==> src/rtl/demux_route_pkg.sv <==
// ============================================================================
// Module   : demux_route_pkg
// Brief    : Shared constants and types for the 4-channel routing demux.
// Revision : 1.0
// ============================================================================
`default_nettype none

package demux_route_pkg;

    localparam int NCH       = 4;
    localparam int SEL_W     = 2;
    localparam int DEF_WIDTH = 16;
    localparam int STALL_W   = 8;

    localparam logic [STALL_W-1:0] STALL_MAX = '1;

    typedef logic [SEL_W-1:0] chan_sel_t;

endpackage : demux_route_pkg

`default_nettype wire

==> src/rtl/demux_chan_reg.sv <==
// ============================================================================
// Module   : demux_chan_reg
// Brief    : One output channel's data/valid holding register (load, ack).
// Revision : 1.0
// ============================================================================
`default_nettype none

module demux_chan_reg #(
    parameter int WIDTH = 16
) (
    input  logic             clk,
    input  logic             rst,
    input  logic             load_i,
    input  logic [WIDTH-1:0] data_i,
    input  logic             ack_i,
    output logic [WIDTH-1:0] data_o,
    output logic             valid_o
);

    logic [WIDTH-1:0] data_q;
    logic [WIDTH-1:0] data_d;
    logic             valid_q;
    logic             valid_d;

    // A load wins over an ack so a refill in the ack cycle leaves no bubble;
    // data is never cleared by an ack.
    always_comb begin
        data_d  = data_q;
        valid_d = valid_q;
        if (load_i) begin
            data_d  = data_i;
            valid_d = 1'b1;
        end else if (ack_i) begin
            valid_d = 1'b0;
        end
    end

    always_ff @(posedge clk) begin
        if (rst) begin
            data_q  <= '0;
            valid_q <= 1'b0;
        end else begin
            data_q  <= data_d;
            valid_q <= valid_d;
        end
    end

    assign data_o  = data_q;
    assign valid_o = valid_q;

endmodule : demux_chan_reg

`default_nettype wire

==> src/rtl/demux_route_4.sv <==
// ============================================================================
// Module   : demux_route_4
// Brief    : Routes one input word per cycle to one of four held channels.
//            Optional stall counter enabled by DEMUX_ROUTE_STALL_CNT_EN.
// Revision : 1.0
// ============================================================================
`default_nettype none

module demux_route_4
    import demux_route_pkg::*;
#(
    parameter int WIDTH = DEF_WIDTH
) (
    input  logic                 clk,
    input  logic                 rst,
    input  logic                 E,
    input  logic                 in_valid,
    input  chan_sel_t            in_sel,
    input  logic [WIDTH-1:0]     in_data,
    output logic                 in_ready,
    output logic [NCH*WIDTH-1:0] out_data,
    output logic [NCH-1:0]       out_valid,
    input  logic [NCH-1:0]       out_ack
`ifdef DEMUX_ROUTE_STALL_CNT_EN
    ,
    output logic [STALL_W-1:0]   stall_cnt
`endif
);

    logic w_xfer;

    assign in_ready = E & (~out_valid[in_sel] | out_ack[in_sel]);
    assign w_xfer   = in_valid & in_ready;

    for (genvar k = 0; k < NCH; k++) begin : g_chan
        logic w_load;

        assign w_load = w_xfer & (in_sel == chan_sel_t'(k));

        demux_chan_reg #(
            .WIDTH (WIDTH)
        ) u_chan (
            .clk     (clk),
            .rst     (rst),
            .load_i  (w_load),
            .data_i  (in_data),
            .ack_i   (out_ack[k]),
            .data_o  (out_data[k*WIDTH +: WIDTH]),
            .valid_o (out_valid[k])
        );
    end

`ifdef DEMUX_ROUTE_STALL_CNT_EN
    logic [STALL_W-1:0] stall_cnt_q;
    logic [STALL_W-1:0] stall_cnt_d;

    // Counts producer stalls caused by a full channel, saturating.
    always_comb begin
        stall_cnt_d = stall_cnt_q;
        if (in_valid && E && !in_ready && (stall_cnt_q != STALL_MAX)) begin
            stall_cnt_d = stall_cnt_q + 1'b1;
        end
    end

    always_ff @(posedge clk) begin
        if (rst) begin
            stall_cnt_q <= '0;
        end else begin
            stall_cnt_q <= stall_cnt_d;
        end
    end

    assign stall_cnt = stall_cnt_q;
`else
    // No stall counter in this build.
`endif

endmodule : demux_route_4

`default_nettype wire
==> config.mk <==
export PLATFORM = sky130hd
export DESIGN_NAME = demux_route_4
export DESIGN_NICKNAME = d
export VERILOG_FILES = /design/src/rtl/demux_route_pkg.sv /design/src/rtl/demux_chan_reg.sv /design/src/rtl/demux_route_4.sv
export SDC_FILE = /design/constraint.sdc
export NUM_CORES = 1
export LEC_CHECK = 0
export CORE_AREA = 2 2 88 99
export DETAILED_ROUTE_END_ITERATION = 8
export DIE_AREA = 0 0 90 101
export DONT_BUFFER_PORTS = 1
export PLACE_DENSITY = 0.47
export SETUP_SLACK_MARGIN = 0.1
export SYNTH_ARGS = -nofsm -noshare
export SYNTH_HDL_FRONTEND = slang
export SYNTH_SLANG_ARGS = --single-unit
==> constraint.sdc <==
create_clock -name clk -period 2.3 [get_ports clk]
set_clock_uncertainty 0.1 [all_clocks]
set_input_delay 0.69 -clock clk [delete_from_list [all_inputs] [get_ports clk]]
set_output_delay 0.69 -clock clk [all_outputs]
set_load 0.05 [all_outputs]
### After elaboration in Yosys (flattened, before gate mapping)

Index checks and enable logic that the tools add are counted.

* register bits: 68
* bits of input ports: 26
* logic and storage cells: 37

* bitwise gates (word level): 8
* eq/ne operators: 3
* multiplexer cells: 12
* order comparisons: 1
* reductions and logical operators: 5

Operators with widths (count)
* 2-to-1 mux 1 bit: 10
* nonzero test 2 bit: 4
* bitwise AND 1 bit: 6
* binary-select mux 1 bit (select 2 bit): 2
* equality test 2 bit (second input constant): 2
* less-than comparator 2 x 3 -> 1 bit (second input constant): 1
* equality test 2 x 1 -> 1 bit (second input constant): 1
* zero test 2 bit: 1
* inverter 1 bit: 1
* OR 1 bit: 1

### Logic depth before layout (Yosys ltp)

* word-level depth: 8
* gate-level depth with buffers: 5
* depth with buffers taken out: 3

### Modules after synthesis

A second synthesis with hierarchy kept.

* cells, all modules: 241
* area, all modules: 2570.0 um^2

Modules (own cells, without submodules)
* demux_chan_reg: cells each 56, area an instance 616.8 um^2, times used 4
* demux_route_4: cells each 17, area an instance 102.6 um^2, times used 1

### Least setup slack after synthesis

OpenSTA, ideal clock, no wires.

* path type: input to output
* from: input out_ack[2]
* to: output in_ready
* buffers on the path: 0
* data required time: 1510 ps
* slack: -133 ps
* arrival: 1643 ps
* cell stages on the path: 3
* cell sequence: nand2b_1 > mux4_2 > and2_1

* cells in the longest elaborated chain, start to end: 4

RTL lines
* start: declaration: line demux_route_4.sv:23 `input logic [NCH-1:0] out_ack`
* binary-select mux 1 bit (select 2 bit): line demux_route_4.sv:32 `assign in_ready = E & (~out_valid[in_sel] | out_ack[in_sel]);`
* 2-to-1 mux 1 bit (implied by the code): line demux_route_4.sv:32
* OR 1 bit: line demux_route_4.sv:32
* bitwise AND 1 bit: line demux_route_4.sv:32
* end: declaration: line demux_route_4.sv:20 `output logic in_ready,`

No other way between the ends. The select of a mux whose other input is x is not followed.

### Final worst setup path

Ends and elaborated chain as after synthesis.

==> flow_metrics.py <==
metrics = {
    "timing": {
        "finalCritPeriodShare_pct": 98.55,
        "grt_setup_unrepaired": "yes",
        "setup_ws_ns": 0.03326,
        "hold_viol_final": 0,
        "worst-slew-pin-transition_ns": 0.5551,
        "whs_ns": 0.3327,
        "tns_ns": 0,
        "max_freq_ghz": 0.4412,
        "relSlewSlack_pct": 62.94,
        "slew_violations": 0,
        "finalCriticalPeriod_ns": 2.267,
        "setup_viol": 0,
    },
    "logic_synthesis": {
        "synth_simple_gate_area_share_pct": 21.25,
        "synthCells": 252,
        "synth_top_area_share_pct": 49.10,
        "yosysUniqueCellTypes": 15,
        "syn_area_um2": 2773,
        "synth_compound_area_share_pct": 0.7220,
        "synth-seq-area-share_pct": 49.10,
        "avgSynthCellArea_um2": 11.00,
        "synth.largest_area_cell": "dfxtp_1",
        "synthXorXnorAreaFrac_pct": 0,
        "synthTopCellsByArea": "dfxtp_1 (49%), mux2i_1 (23%), nand2b_1 (19%)",
        "ys_ff_latch": 68,
        "synth_top_family_by_area": "multiplexers",
        "synth_warnings": 0,
        "synth-adder-area-share_pct": 0,
        "syn-num-nets": 278,
        "muxShareOfSynthArea_pct": 23.92,
    },
    "floorplanning": {
        "rows": 35,
        "ioPinCount": 95,
        "fp.dieW_um": 90,
        "die_area_um2": 9090,
        "die_h_um": 101,
        "coreArea_um2": 8145,
        "initial_core_util_pct": 34.04,
    },
    "power_and_ir_drop": {
        "p_leak_nw": 1.372,
        "combPwrFrac_pct": 5.0,
        "vdd_drop_max_uv": 290.9,
        "p_int_mw": 1.750,
        "clkPwrFrac_pct": 38.7,
        "p_total_mw": 2.323,
        "power_per_cell_area_nw_per_um2": 763.8,
        "netSwitchingPower_uw": 573.1,
        "power_frac_seq_pct": 56.3,
        "swShare_pct": 24.67,
    },
    "clock_tree": {
        "cts_max_path_buffers": 2,
        "hold_buffers": 0,
        "cts_sinks": 68,
        "cts_tree": "done",
        "clock_latency_ns": 0.32,
        "cts_max_level": 3,
        "path_clk_slew_ns": 0.07,
        "cts-root-buf": "clkbuf_8",
        "cts_made_buffers": 9,
        "cts_setup_buffers": 0,
    },
    "routing": {
        "route.detailed.drc": 0,
        "wl_per_cell_um": 16.16,
        "final_antenna_net_count": 0,
        "drt-vias-per-instance": 4.555,
        "drt-met1-wl_mm": 2.666,
        "firstDrtPassIters": 4,
        "drt_wl_total_mm": 5.883,
        "vias": 1658,
        "wl_met2_mm": 2.657,
        "met3_length_um": 479,
        "highest_layer": "met4",
        "dr.first_iter.drc_count": 48,
    },
    "setup_path": {
        "r2r_end": "g_chan[2].u_chan.data_o[8]$_SDFFE_PP0P_",
        "critPathTopFamily": "multiplexers",
        "cp_slowest_cell": "mux4_2",
        "critPathArrivalTime_ns": 1.48,
        "cp.required_ns": 1.51,
        "rr_worst_depth": 4,
        "r2r_slack_ns": 0.86,
        "start_kind": "input pin",
        "endpoint_kind": "primary output",
        "crit_type": "input pin to primary output",
        "timing.rr.start": "g_chan[2].u_chan.valid_o$_SDFFE_PP0P_",
        "slowest_delay_ns": 0.46,
        "path_cells": "nand2b_4 -> mux4_2 -> and2_4",
        "path_max_fanout": 2,
        "cp.buffers_inverters": 0,
    },
    "final_layout": {
        "final_area_um2": 3042,
        "layout-drive-gt1-share_pct": 11.86,
        "insertedDiodeCount": 0,
        "area_delta_synth_final_pct": 9.702,
        "nets": 276,
    },
    "grt": {
        "grt_antenna_before_repair": 0,
        "grt_pass1_vias": 1691,
        "gr-usage-all-layers_pct": 13.53,
        "grt_pass1_wl_mm": 9.397,
        "grt-ovfl-total": 0,
        "grt_max_degree": 85,
    },
    "place": {
        "hpwl_mm": 3.776,
        "place_congestion": 0.7134,
        "place.port_buffers": 0,
        "placed_area_um2": 2869,
        "place_ws_ns": 0.03509,
    },
    "min_path": {
        "hold_depth": 1,
        "min_to": "g_chan[3].u_chan.valid_o$_SDFFE_PP0P_",
        "worstHoldStart": "rst",
        "hold_class": "input pin to flip-flop",
    },
    "flow_run": {
        "cap_violations": 0,
    },
    "run_status": {
        "status": "finished, final reports clean",
    },
}
placed cells by master (no fill, tap or decap), drive strengths merged, types with 2 or more instances in the layout:
cell type,count
a21oi,4
mux2i,64
and3,3
buf,8
nand2b,84
dfxtp,68
clkbuf,11
nand3,4
clkinv,2
routing by layer:
layer	track usage [%]	vias up
met5	0	-
met4	5.680	0
met3	6.432	5
met2	19.72	63
met1	17.17	768
li1	-	822
power groups by stage:
stage	clock network, mW	registers (mW)	logic (mW)
finish	0.899	1.31	0.117
global route	0.995	1.31	0.127
CTS	0.945	1.31	0.120
detailed placement	0	1.33	0.119
global placement	0	1.34	0.118
floorplan	0	1.33	0.117
cell usage after synthesis:
cell type / count
dfxtp_1: 68
mux4_2: 1
clkbuf_1: 10
nand2b_1: 84
buf_4: 7
a21oi_1: 4
inv_2: 1
nand3_2: 1
and3_1: 2
buf_6: 4
and2_1: 1
and3b_1: 1
mux2i_1: 64
nand3_1: 3
and3_4: 1
final cells by class:
| type | instances | area, µm² |
|---|---|---|
| Fill cell | 840 | 5104 |
| Sequential cell | 68 | 1363 |
| Multi-Input combinational cell | 162 | 1305 |
| Tap cell | 111 | 138.9 |
| Clock buffer | 11 | 131.4 |
| Timing Repair Buffer | 8 | 60.06 |
| Clock inverter | 3 | 40.04 |
| Inverter | 1 | 3.754 |
sequential cells by signal, summed over array words and instances, names as in the netlist:
name,cells
g_chan.u_chan.data_o,64
g_chan.u_chan.valid_o,4
worst max-delay path by stage:
stage	start	end	slack (ns)	depth (start not counted)
after CTS	out_ack[2]	in_ready	0.03	3
after global placement	out_ack[2]	in_ready	0.04	3
after global routing	out_ack[3]	in_ready	0.008	3
after floorplan	out_ack[2]	in_ready	0.04	3
final	out_ack[2]	in_ready	0.03	3
after detailed placement	out_ack[2]	in_ready	0.04	3
cell families (layout without fill, tap and decap cells):
logic type,Yosys count,count (layout)
and+or+nand+nor,93,93
DFF,68,68
muxes,65,65
buffers and inverters,22,23
AOI/OAI and AO/OA,4,4
per-stage QoR:
step,instances,util [%]
finish,364,37.34
floorplan,252,-
CTS,364,37.33
detailed placement,350,35.22
global route,364,37.34
global placement,350,35.22
timing repair:
| action | 4_1_cts | 5_1_grt |
|---|---|---|
| resized for setup | 0 | 1 |
| endpoints found under the setup margin | 1 | 1 |
| gates cloned | 0 | 0 |
Power figures use the tool's default switching activity.
